--- config.mk ---
export PLATFORM = sky130hd
export DESIGN_NAME = decode_stage_flat
export DESIGN_NICKNAME = d
export VERILOG_FILES = /design/src/rtl/decode_stage_if.sv /design/src/rtl/decode_stage.sv /design/src/flat_wrapper.sv
export SDC_FILE = /design/constraint.sdc
export NUM_CORES = 1
export LEC_CHECK = 0
export ABC_CLOCK_PERIOD_IN_PS = 2800
export CELL_PAD_IN_SITES_DETAIL_PLACEMENT = 1
export CELL_PAD_IN_SITES_GLOBAL_PLACEMENT = 1
export CORE_MARGIN = 5
export CORE_UTILIZATION = 31
export CTS_BUF_LIST = sky130_fd_sc_hd__clkbuf_4 sky130_fd_sc_hd__clkbuf_8 sky130_fd_sc_hd__clkbuf_16
export CTS_CLUSTER_DIAMETER = 200
export DETAILED_ROUTE_END_ITERATION = 6
export PLACE_DENSITY_LB_ADDON = 0.2
export SLEW_MARGIN = 20
export SYNTH_ARGS = -nofsm -noshare
export SYNTH_HDL_FRONTEND = slang
export SYNTH_SLANG_ARGS = --single-unit
--- constraint.sdc ---
create_clock -name clk -period 2.8 [get_ports clk]
set_input_delay 0.56 -clock clk [delete_from_list [all_inputs] [get_ports clk]]
set_output_delay 0.56 -clock clk [all_outputs]
set_load 0.005 [all_outputs]
--- src/rtl/decode_stage_if.sv ---
// ---------------------------------------------------------------------------
// decode_stage_if : fetch-side and execute-side signal bundle of decode_stage
// Revision: 1.0
// ---------------------------------------------------------------------------
`default_nettype none

interface decode_stage_if #(
  parameter int XLEN  = 32,
  parameter int CNT_W = 16
);
  logic             flush;
  logic             if_valid;
  logic             if_ready;
  logic [31:0]      if_instr;
  logic [XLEN-1:0]  if_pc;
  logic             id_valid;
  logic             id_ready;
  logic [XLEN-1:0]  id_pc;
  logic             id_reg_wen;
  logic [4:0]       id_reg_waddr;
  logic [4:0]       id_rs1_addr;
  logic [4:0]       id_rs2_addr;
  logic             id_rs1_used;
  logic             id_rs2_used;
  logic             id_sel_imm;
  logic             id_sel_pc;
  logic [3:0]       id_alu_op;
  logic [2:0]       id_mem_rd_op;
  logic [1:0]       id_mem_wr_op;
  logic [2:0]       id_branch_op;
  logic             id_br_instr;
  logic             id_jal;
  logic             id_jalr;
  logic [XLEN-1:0]  id_imm;
  logic             id_ill_instr;
  logic             id_md_instr;
  logic [2:0]       id_md_op;
  logic [CNT_W-1:0] ill_count;

  modport master (
    output flush, if_valid, if_instr, if_pc, id_ready,
    input  if_ready, id_valid, id_pc, id_reg_wen, id_reg_waddr, id_rs1_addr,
           id_rs2_addr, id_rs1_used, id_rs2_used, id_sel_imm, id_sel_pc,
           id_alu_op, id_mem_rd_op, id_mem_wr_op, id_branch_op, id_br_instr,
           id_jal, id_jalr, id_imm, id_ill_instr, id_md_instr, id_md_op,
           ill_count
  );

  modport slave (
    input  flush, if_valid, if_instr, if_pc, id_ready,
    output if_ready, id_valid, id_pc, id_reg_wen, id_reg_waddr, id_rs1_addr,
           id_rs2_addr, id_rs1_used, id_rs2_used, id_sel_imm, id_sel_pc,
           id_alu_op, id_mem_rd_op, id_mem_wr_op, id_branch_op, id_br_instr,
           id_jal, id_jalr, id_imm, id_ill_instr, id_md_instr, id_md_op,
           ill_count
  );
endinterface

`default_nettype wire

--- src/rtl/decode_stage.sv ---
// ---------------------------------------------------------------------------
// decode_stage : RV32I decode into an ID/EX register with valid/ready, flush
//                and a saturating illegal-instruction counter.
//                Define CORE_RV32M_EN to accept M-extension OP encodings.
// Revision: 1.0
// ---------------------------------------------------------------------------
`default_nettype none

module decode_stage #(
  parameter int XLEN  = 32,
  parameter int CNT_W = 16
) (
  input  logic           clk,
  input  logic           rst,
  decode_stage_if.slave  bus
);

  localparam logic [6:0] c_OPC_LOAD   = 7'b0000011;
  localparam logic [6:0] c_OPC_MISC   = 7'b0001111;
  localparam logic [6:0] c_OPC_OPIMM  = 7'b0010011;
  localparam logic [6:0] c_OPC_AUIPC  = 7'b0010111;
  localparam logic [6:0] c_OPC_STORE  = 7'b0100011;
  localparam logic [6:0] c_OPC_OP     = 7'b0110011;
  localparam logic [6:0] c_OPC_LUI    = 7'b0110111;
  localparam logic [6:0] c_OPC_BRANCH = 7'b1100011;
  localparam logic [6:0] c_OPC_JALR   = 7'b1100111;
  localparam logic [6:0] c_OPC_JAL    = 7'b1101111;

  // No-op memory encodings are func3 values that no legal load/store uses
  localparam logic [2:0]       c_MEM_NO_RD = 3'b111;
  localparam logic [1:0]       c_MEM_NO_WR = 2'b11;
  localparam logic [3:0]       c_ALU_ADD   = 4'b0000;
  localparam logic [CNT_W-1:0] c_CNT_MAX   = {CNT_W{1'b1}};

  logic [31:0]     w_inst;
  logic [6:0]      w_opc;
  logic [2:0]      w_f3;
  logic [6:0]      w_f7;
  logic            w_accept;
  logic            w_reg_wen;
  logic [4:0]      w_rs1_addr;
  logic            w_rs1_used;
  logic            w_rs2_used;
  logic            w_sel_imm;
  logic            w_sel_pc;
  logic [3:0]      w_alu_op;
  logic [2:0]      w_mem_rd;
  logic [1:0]      w_mem_wr;
  logic            w_br;
  logic            w_jal;
  logic            w_jalr;
  logic            w_ill;
  logic [31:0]     w_imm32;
  logic [XLEN-1:0] w_imm;
`ifdef CORE_RV32M_EN
  logic            w_md;
  logic [2:0]      w_md_op;
  logic            r_md;
  logic [2:0]      r_md_op;
`endif

  logic             r_valid;
  logic [XLEN-1:0]  r_pc;
  logic             r_reg_wen;
  logic [4:0]       r_waddr;
  logic [4:0]       r_rs1_addr;
  logic [4:0]       r_rs2_addr;
  logic             r_rs1_used;
  logic             r_rs2_used;
  logic             r_sel_imm;
  logic             r_sel_pc;
  logic [3:0]       r_alu_op;
  logic [2:0]       r_mem_rd;
  logic [1:0]       r_mem_wr;
  logic [2:0]       r_br_op;
  logic             r_br;
  logic             r_jal;
  logic             r_jalr;
  logic [XLEN-1:0]  r_imm;
  logic             r_ill;
  logic [CNT_W-1:0] r_ill_cnt;

  assign w_inst   = bus.if_instr;
  assign w_opc    = w_inst[6:0];
  assign w_f3     = w_inst[14:12];
  assign w_f7     = w_inst[31:25];
  assign w_accept = bus.if_valid && bus.if_ready;

  always_comb begin
    w_reg_wen  = 1'b0;
    w_rs1_addr = w_inst[19:15];
    w_rs1_used = 1'b0;
    w_rs2_used = 1'b0;
    w_sel_imm  = 1'b0;
    w_sel_pc   = 1'b0;
    w_alu_op   = c_ALU_ADD;
    w_mem_rd   = c_MEM_NO_RD;
    w_mem_wr   = c_MEM_NO_WR;
    w_br       = 1'b0;
    w_jal      = 1'b0;
    w_jalr     = 1'b0;
    w_ill      = 1'b0;
    w_imm32    = 32'd0;
`ifdef CORE_RV32M_EN
    w_md       = 1'b0;
    w_md_op    = 3'b000;
`endif
    case (w_opc)
      c_OPC_LOAD: begin
        w_reg_wen  = 1'b1;
        w_rs1_used = 1'b1;
        w_sel_imm  = 1'b1;
        w_mem_rd   = w_f3;
        w_imm32    = {{20{w_inst[31]}}, w_inst[31:20]};
        w_ill      = (w_f3 == 3'b011) || (w_f3 == 3'b110) || (w_f3 == 3'b111);
      end
      c_OPC_STORE: begin
        w_rs1_used = 1'b1;
        w_rs2_used = 1'b1;
        w_sel_imm  = 1'b1;
        w_mem_wr   = w_f3[1:0];
        w_imm32    = {{20{w_inst[31]}}, w_inst[31:25], w_inst[11:7]};
        w_ill      = w_f3[2] || (w_f3[1:0] == 2'b11);
      end
      c_OPC_BRANCH: begin
        w_br       = 1'b1;
        w_rs1_used = 1'b1;
        w_rs2_used = 1'b1;
        w_imm32    = {{20{w_inst[31]}}, w_inst[7], w_inst[30:25], w_inst[11:8], 1'b0};
        w_ill      = (w_f3 == 3'b010) || (w_f3 == 3'b011);
      end
      c_OPC_OPIMM: begin
        w_reg_wen  = 1'b1;
        w_rs1_used = 1'b1;
        w_sel_imm  = 1'b1;
        // Only shifts carry a func7 field; for other ops bit 30 is immediate data
        w_alu_op   = {(w_f3 == 3'b101) && w_inst[30], w_f3};
        w_imm32    = {{20{w_inst[31]}}, w_inst[31:20]};
        if (w_f3 == 3'b001)
          w_ill = (w_f7 != 7'b0000000);
        else if (w_f3 == 3'b101)
          w_ill = (w_f7 != 7'b0000000) && (w_f7 != 7'b0100000);
      end
      c_OPC_OP: begin
        w_reg_wen  = 1'b1;
        w_rs1_used = 1'b1;
        w_rs2_used = 1'b1;
        w_alu_op   = {w_inst[30], w_f3};
        if (w_f7 == 7'b0000000) begin
          w_ill = 1'b0;
        end else if (w_f7 == 7'b0100000) begin
          w_ill = (w_f3 != 3'b000) && (w_f3 != 3'b101);
`ifdef CORE_RV32M_EN
        end else if (w_f7 == 7'b0000001) begin
          w_md     = 1'b1;
          w_md_op  = w_f3;
          w_alu_op = c_ALU_ADD;
`endif
        end else begin
          w_ill = 1'b1;
        end
      end
      c_OPC_LUI: begin
        w_reg_wen  = 1'b1;
        w_sel_imm  = 1'b1;
        w_rs1_addr = 5'd0;
        w_imm32    = {w_inst[31:12], 12'd0};
      end
      c_OPC_AUIPC: begin
        w_reg_wen = 1'b1;
        w_sel_imm = 1'b1;
        w_sel_pc  = 1'b1;
        w_imm32   = {w_inst[31:12], 12'd0};
      end
      c_OPC_JAL: begin
        w_reg_wen = 1'b1;
        w_jal     = 1'b1;
        w_sel_pc  = 1'b1;
        w_sel_imm = 1'b1;
        w_imm32   = {{12{w_inst[31]}}, w_inst[19:12], w_inst[20], w_inst[30:21], 1'b0};
      end
      c_OPC_JALR: begin
        w_reg_wen  = 1'b1;
        w_jalr     = 1'b1;
        w_rs1_used = 1'b1;
        w_sel_imm  = 1'b1;
        w_imm32    = {{20{w_inst[31]}}, w_inst[31:20]};
        w_ill      = (w_f3 != 3'b000);
      end
      c_OPC_MISC: begin
        w_ill = 1'b0;
      end
      default: begin
        w_ill = 1'b1;
      end
    endcase

    // An illegal instruction must not produce any architectural side effect
    if (w_ill) begin
      w_reg_wen = 1'b0;
      w_mem_rd  = c_MEM_NO_RD;
      w_mem_wr  = c_MEM_NO_WR;
      w_br      = 1'b0;
      w_jal     = 1'b0;
      w_jalr    = 1'b0;
`ifdef CORE_RV32M_EN
      w_md      = 1'b0;
`endif
    end
  end

  generate
    if (XLEN > 32) begin : g_imm_ext
      assign w_imm = {{(XLEN-32){w_imm32[31]}}, w_imm32};
    end else begin : g_imm_narrow
      assign w_imm = w_imm32;
    end
  endgenerate

  always_ff @(posedge clk) begin
    if (rst) begin
      r_valid    <= 1'b0;
      r_pc       <= '0;
      r_reg_wen  <= 1'b0;
      r_waddr    <= 5'd0;
      r_rs1_addr <= 5'd0;
      r_rs2_addr <= 5'd0;
      r_rs1_used <= 1'b0;
      r_rs2_used <= 1'b0;
      r_sel_imm  <= 1'b0;
      r_sel_pc   <= 1'b0;
      r_alu_op   <= 4'd0;
      r_mem_rd   <= c_MEM_NO_RD;
      r_mem_wr   <= c_MEM_NO_WR;
      r_br_op    <= 3'd0;
      r_br       <= 1'b0;
      r_jal      <= 1'b0;
      r_jalr     <= 1'b0;
      r_imm      <= '0;
      r_ill      <= 1'b0;
`ifdef CORE_RV32M_EN
      r_md       <= 1'b0;
      r_md_op    <= 3'd0;
`endif
    end else if (bus.flush || (!w_accept && bus.id_ready)) begin
      // Invalidate: only side-effecting controls are cleared, data goes stale
      r_valid   <= 1'b0;
      r_reg_wen <= 1'b0;
      r_mem_rd  <= c_MEM_NO_RD;
      r_mem_wr  <= c_MEM_NO_WR;
      r_br      <= 1'b0;
      r_jal     <= 1'b0;
      r_jalr    <= 1'b0;
      r_ill     <= 1'b0;
`ifdef CORE_RV32M_EN
      r_md      <= 1'b0;
`endif
    end else if (w_accept) begin
      r_valid    <= 1'b1;
      r_pc       <= bus.if_pc;
      r_reg_wen  <= w_reg_wen;
      r_waddr    <= w_inst[11:7];
      r_rs1_addr <= w_rs1_addr;
      r_rs2_addr <= w_inst[24:20];
      r_rs1_used <= w_rs1_used;
      r_rs2_used <= w_rs2_used;
      r_sel_imm  <= w_sel_imm;
      r_sel_pc   <= w_sel_pc;
      r_alu_op   <= w_alu_op;
      r_mem_rd   <= w_mem_rd;
      r_mem_wr   <= w_mem_wr;
      r_br_op    <= w_f3;
      r_br       <= w_br;
      r_jal      <= w_jal;
      r_jalr     <= w_jalr;
      r_imm      <= w_imm;
      r_ill      <= w_ill;
`ifdef CORE_RV32M_EN
      r_md       <= w_md;
      r_md_op    <= w_md_op;
`endif
    end
  end

  always_ff @(posedge clk) begin
    if (rst) begin
      r_ill_cnt <= '0;
    end else if (w_accept && !bus.flush && w_ill && (r_ill_cnt != c_CNT_MAX)) begin
      r_ill_cnt <= r_ill_cnt + 1'b1;
    end
  end

  assign bus.if_ready     = !r_valid || bus.id_ready || bus.flush;
  assign bus.id_valid     = r_valid;
  assign bus.id_pc        = r_pc;
  assign bus.id_reg_wen   = r_reg_wen;
  assign bus.id_reg_waddr = r_waddr;
  assign bus.id_rs1_addr  = r_rs1_addr;
  assign bus.id_rs2_addr  = r_rs2_addr;
  assign bus.id_rs1_used  = r_rs1_used;
  assign bus.id_rs2_used  = r_rs2_used;
  assign bus.id_sel_imm   = r_sel_imm;
  assign bus.id_sel_pc    = r_sel_pc;
  assign bus.id_alu_op    = r_alu_op;
  assign bus.id_mem_rd_op = r_mem_rd;
  assign bus.id_mem_wr_op = r_mem_wr;
  assign bus.id_branch_op = r_br_op;
  assign bus.id_br_instr  = r_br;
  assign bus.id_jal       = r_jal;
  assign bus.id_jalr      = r_jalr;
  assign bus.id_imm       = r_imm;
  assign bus.id_ill_instr = r_ill;
  assign bus.ill_count    = r_ill_cnt;
`ifdef CORE_RV32M_EN
  assign bus.id_md_instr  = r_md;
  assign bus.id_md_op     = r_md_op;
`else
  assign bus.id_md_instr  = 1'b0;
  assign bus.id_md_op     = 3'b000;
`endif

endmodule

`default_nettype wire

--- src/flat_wrapper.sv ---
// flat-port wrapper written by rule: the top's interface ports become plain ports
module decode_stage_flat 
#(
  parameter int XLEN  = 32,
  parameter int CNT_W = 16
)
  (clk, rst, bus_flush, bus_if_valid, bus_if_instr, bus_if_pc, bus_id_ready, bus_if_ready, bus_id_valid, bus_id_pc, bus_id_reg_wen, bus_id_reg_waddr, bus_id_rs1_addr, bus_id_rs2_addr, bus_id_rs1_used, bus_id_rs2_used, bus_id_sel_imm, bus_id_sel_pc, bus_id_alu_op, bus_id_mem_rd_op, bus_id_mem_wr_op, bus_id_branch_op, bus_id_br_instr, bus_id_jal, bus_id_jalr, bus_id_imm, bus_id_ill_instr, bus_id_md_instr, bus_id_md_op, bus_ill_count);
  decode_stage_if #(.XLEN(XLEN), .CNT_W(CNT_W)) bus_i ();
  input  logic clk;
  input  logic rst;
  input wire logic [$bits(bus_i.flush)-1:0] bus_flush;
  input wire logic [$bits(bus_i.if_valid)-1:0] bus_if_valid;
  input wire logic [$bits(bus_i.if_instr)-1:0] bus_if_instr;
  input wire logic [$bits(bus_i.if_pc)-1:0] bus_if_pc;
  input wire logic [$bits(bus_i.id_ready)-1:0] bus_id_ready;
  output wire logic [$bits(bus_i.if_ready)-1:0] bus_if_ready;
  output wire logic [$bits(bus_i.id_valid)-1:0] bus_id_valid;
  output wire logic [$bits(bus_i.id_pc)-1:0] bus_id_pc;
  output wire logic [$bits(bus_i.id_reg_wen)-1:0] bus_id_reg_wen;
  output wire logic [$bits(bus_i.id_reg_waddr)-1:0] bus_id_reg_waddr;
  output wire logic [$bits(bus_i.id_rs1_addr)-1:0] bus_id_rs1_addr;
  output wire logic [$bits(bus_i.id_rs2_addr)-1:0] bus_id_rs2_addr;
  output wire logic [$bits(bus_i.id_rs1_used)-1:0] bus_id_rs1_used;
  output wire logic [$bits(bus_i.id_rs2_used)-1:0] bus_id_rs2_used;
  output wire logic [$bits(bus_i.id_sel_imm)-1:0] bus_id_sel_imm;
  output wire logic [$bits(bus_i.id_sel_pc)-1:0] bus_id_sel_pc;
  output wire logic [$bits(bus_i.id_alu_op)-1:0] bus_id_alu_op;
  output wire logic [$bits(bus_i.id_mem_rd_op)-1:0] bus_id_mem_rd_op;
  output wire logic [$bits(bus_i.id_mem_wr_op)-1:0] bus_id_mem_wr_op;
  output wire logic [$bits(bus_i.id_branch_op)-1:0] bus_id_branch_op;
  output wire logic [$bits(bus_i.id_br_instr)-1:0] bus_id_br_instr;
  output wire logic [$bits(bus_i.id_jal)-1:0] bus_id_jal;
  output wire logic [$bits(bus_i.id_jalr)-1:0] bus_id_jalr;
  output wire logic [$bits(bus_i.id_imm)-1:0] bus_id_imm;
  output wire logic [$bits(bus_i.id_ill_instr)-1:0] bus_id_ill_instr;
  output wire logic [$bits(bus_i.id_md_instr)-1:0] bus_id_md_instr;
  output wire logic [$bits(bus_i.id_md_op)-1:0] bus_id_md_op;
  output wire logic [$bits(bus_i.ill_count)-1:0] bus_ill_count;
  assign bus_i.flush = bus_flush;
  assign bus_i.if_valid = bus_if_valid;
  assign bus_i.if_instr = bus_if_instr;
  assign bus_i.if_pc = bus_if_pc;
  assign bus_i.id_ready = bus_id_ready;
  assign bus_if_ready = bus_i.if_ready;
  assign bus_id_valid = bus_i.id_valid;
  assign bus_id_pc = bus_i.id_pc;
  assign bus_id_reg_wen = bus_i.id_reg_wen;
  assign bus_id_reg_waddr = bus_i.id_reg_waddr;
  assign bus_id_rs1_addr = bus_i.id_rs1_addr;
  assign bus_id_rs2_addr = bus_i.id_rs2_addr;
  assign bus_id_rs1_used = bus_i.id_rs1_used;
  assign bus_id_rs2_used = bus_i.id_rs2_used;
  assign bus_id_sel_imm = bus_i.id_sel_imm;
  assign bus_id_sel_pc = bus_i.id_sel_pc;
  assign bus_id_alu_op = bus_i.id_alu_op;
  assign bus_id_mem_rd_op = bus_i.id_mem_rd_op;
  assign bus_id_mem_wr_op = bus_i.id_mem_wr_op;
  assign bus_id_branch_op = bus_i.id_branch_op;
  assign bus_id_br_instr = bus_i.id_br_instr;
  assign bus_id_jal = bus_i.id_jal;
  assign bus_id_jalr = bus_i.id_jalr;
  assign bus_id_imm = bus_i.id_imm;
  assign bus_id_ill_instr = bus_i.id_ill_instr;
  assign bus_id_md_instr = bus_i.id_md_instr;
  assign bus_id_md_op = bus_i.id_md_op;
  assign bus_ill_count = bus_i.ill_count;
  decode_stage #(.XLEN(XLEN), .CNT_W(CNT_W)) u_core (.clk(clk), .rst(rst), .bus(bus_i));
endmodule
==> flow_summary.toml, run 1 <==
[finish]
drive_gt1_share_pct = 12.32
diodes = 0
stdcell_count = 1052
nets = 893
area_growth_pct = 60.52

[worst_setup_path]
cp_slowest_cell = "clkdlybuf4s50_1"
slowest_delay_ps = 650
crit_path_end_kind = "register"
worstReg2RegEnd = "u_core.bus.ill_count[1]$_SDFFE_PP0P_"
ff2ff_setup_slack_ps = 500
ff2ff_path_depth = 8
path_delay_family = "simple AND/OR/NAND/NOR gates"
crit_buf_inv = 1
cp-start-kind = "input port"
path_cells = "clkdlybuf4s50_1 -> and4b_1 -> a21boi_0 -> a31oi_1 -> o21ai_2 -> nor2_4 -> or4_1 -> a21oi_1"
cp.arrival_ps = 2910
cp.required_ps = 3140
r2r_start = "u_core.bus.ill_count[0]$_SDFFE_PP0P_"
path_class = "input port to register"
worstPathMaxFanout = 9

[yosys]
yosysTopAreaCell = "dfxtp_1"
synth-main-ff-cell = "dfxtp_1"
syn_area_um2 = 4964
ys_seq_elements = 117
ys.warnings.count = 0
async_flop_share_pct = 0
synth_cell_type_count = 61
synth.top_cell.area_share_pct = 47.19
synth_cells = 610
yosysSeqAreaShare_pct = 47.19
synth_edf_count = 0
avgSynthCellArea_um2 = 8.137
yosys-top-cells-area = "dfxtp_1 (47%), nand2_1 (8.4%), a21oi_1 (7.1%)"

[cts]
cts_tree = "done"
clock_latency_ps = 410
cts_htree_levels = 4
cts_resized = 0
cts-root-buf = "clkbuf_16"
cts_buffers = 17
cts_setup_buffers = 0
cts_buffer_depth = 2
clkSinkCount = 117
ctsHoldBuffers = 0
clkTransAtPathRegs_ps = 50

[global_routing]
grt_usage_pct = 20.18
grt_pass1_wl_um = 29790
grt_overflow = 0
antenna_found_initial = 0
grt_pass1_vias = 5595
grt_max_degree = 75

[hold_path]
min_path_type = "register to register"
whs_path_depth = 2
worstHoldStart = "u_core.bus.id_pc[20]$_SDFFE_PP0P_"
min_to = "u_core.bus.id_pc[20]$_SDFFE_PP0P_"

[pwr]
powerDensity_nw_per_um2 = 581.5
total_power_mw = 4.633
p_leak_nw = 3.064
ir_drop_mv = 0.4188

[placed_design]
dpl.cell_count = 1020
dpl.hpwl_um = 14080
gp_congestion = 0.8588
io_buffers = 186

[route]
via_per_inst = 5.023
wl_per_cell_um = 18.02
ant_nets = 0
vias = 5284
drc = 0
first_pass_iters = 4
drt_iter0_markers = 285
finalWirelength_um = 18960

[timing]
final.setup_skew_ps = 5.554
hold_violations = 0
slew_violations = 0
slew_headroom_pct = 52.21
layout_worst_path_cycle_share_pct = 91.99
tightestPinTransition_ps = 712.1
worst_hold_slack_ps = 453.0
final-setup-viol-count = 0
max_freq_mhz = 388.3
rsz0062_at_grt = "false"
fin_crit_ps = 2576

[floorplanning]
row_count = 46
io_pins = 191
core_um2 = 15770
die_y_um = 136.5
die_w_um = 136.5
initial_core_util_pct = 31.47
die-area_um2 = 18640

[run]
maxCapViolCount = 0

[outcome]
outcome = "finished clean"
==> cell usage after synthesis (3+ instances only) <==
master      n
nand4_1     6
nor2_1     72
and3_1      5
o31ai_1     4
buf_2       6
o21ai_0    11
or3_1       7
nand2_1   111
inv_1       7
a21o_1     20
dfxtp_1   117
nor2b_1     5
a221oi_1    4
or4_1       5
or2_2       4
and2_1      6
buf_4       5
nand3_1    10
clkbuf_1   34
a211oi_1    3
nor3_1     13
a21oi_1    70
a22oi_1    36
==> worst min-delay path, cell delays in order, from the launching register on <==
cell	delay, ps
dfxtp_1	300
nand2_1	50
a21oi_1	50
==> sequential cells by signal, summed over array words and instances, names as in the netlist, 2 cells and up <==
| signal | cells |
|---|---|
| u_core.bus.id_rs1_addr | 5 |
| u_core.bus.id_rs2_addr | 5 |
| u_core.bus.id_alu_op | 4 |
| u_core.bus.ill_count | 16 |
| u_core.bus.id_imm | 32 |
| u_core.bus.id_mem_wr_op | 2 |
| u_core.bus.id_pc | 32 |
| u_core.bus.id_mem_rd_op | 3 |
| u_core.bus.id_branch_op | 3 |
| u_core.bus.id_reg_waddr | 5 |
==> how the worst max path moves through the flow <==
stage | start | end | slack, ps | depth (start not counted)
5_1_grt | bus_if_instr[5] | u_core.bus.ill_count[14]$_SDFFE_PP0P_ | 70 | 8
6_report | bus_if_instr[5] | u_core.bus.ill_count[9]$_SDFFE_PP0P_ | 220 | 8
4_1_cts | bus_if_instr[5] | u_core.bus.id_imm[29]$_SDFFE_PP0P_ | 90 | 8
3_5_place_dp | bus_if_instr[5] | u_core.bus.id_imm[29]$_SDFFE_PP0P_ | -310 | 8
2_1_floorplan | bus_if_instr[3] | u_core.bus.ill_count[13]$_SDFFE_PP0P_ | 590 | 8
3_3_place_gp | bus_if_instr[5] | u_core.bus.id_imm[16]$_SDFFE_PP0P_ | -80 | 8
==> kinds of logic (layout without fill, tap and decap cells) <==
logic type	count (synthesis)	after routing	synth area share, %
xor gates and xnor gates	2	2	0.3530
buffers and inverters	55	278	4.991
DFF	117	117	47.19
other	1	4	0.07555
muxes	2	2	0.4285
AOI/OAI and AO/OA	173	173	22.81
adders and majority gates	1	1	0.2520
and+or+nand+nor	259	259	23.90
==> cells in the final DEF, fill, tap and decap left out, types with 3 or more instances in the layout <==
| master | count |
|---|---|
| nand3_1 | 10 |
| dfxtp_1 | 117 |
| a21oi_1 | 69 |
| nor3_1 | 13 |
| inv_1 | 7 |
| clkdlybuf4s50_1 | 185 |
| and2_1 | 6 |
| or4_1 | 5 |
| bufinv_16 | 4 |
| conb_1 | 4 |
| nor2b_1 | 5 |
| or2_2 | 4 |
| nand2_1 | 111 |
| nor2_1 | 72 |
| a211oi_1 | 3 |
| a221oi_1 | 4 |
| a21o_1 | 20 |
| and3_1 | 5 |
| o21ai_0 | 11 |
| clkbuf_16 | 17 |
| o31ai_1 | 4 |
| a22oi_1 | 36 |
| clkbuf_8 | 6 |
| nand4_1 | 6 |
| or3_1 | 7 |
| buf_4 | 53 |
==> power breakdown <==
| part | internal (mW) | leakage [nW] | total, mW | switching, mW |
|---|---|---|---|---|
| combinational | 0.249 | 1.78 | 0.480 | 0.231 |
| clock | 1.65 | 0.331 | 2.42 | 0.766 |
| sequential | 1.71 | 0.950 | 1.73 | 0.0244 |
| total | 3.61 | 3.06 | 4.63 | 1.02 |
==> layer usage <==
metal  track usage [%]  wire length, µm
met5                 0                0
met4             6.943              435
met3             6.507             1384
met1             24.91             7968
met2             33.13             9167
==> final cells by class <==
cell class                      count  area [µm²]
Clock buffer                       25       523.0
Fill cell                        1845        7802
Inverter                            7       26.28
Timing Repair Buffer              239        2270
Multi-Input combinational cell    441        2397
Sequential cell                   117        2342
Clock inverter                      7       138.9
Tap cell                          216       270.3
==> through the flow <==
stage	utilization [%]	TNS, ps	area, µm²	setup slack (ps)
floorplan	-	0	4975	590.8
global placement	46.28	-2139	7298	-77.45
detailed placement	46.28	-8152	7298	-305.3
CTS	50.48	0	7960	85.10
global route	50.52	0	7968	74.00
finish	50.52	0	7968	224.4
Note: power is estimated with default switching activity, not from simulation.
==> run 2: changes to the inputs <==
HOLD_SLACK_MARGIN = 0.05   (was unset)
==> results of run 2 <==
Final layout, timing and power as in run 1 (identical DEF).
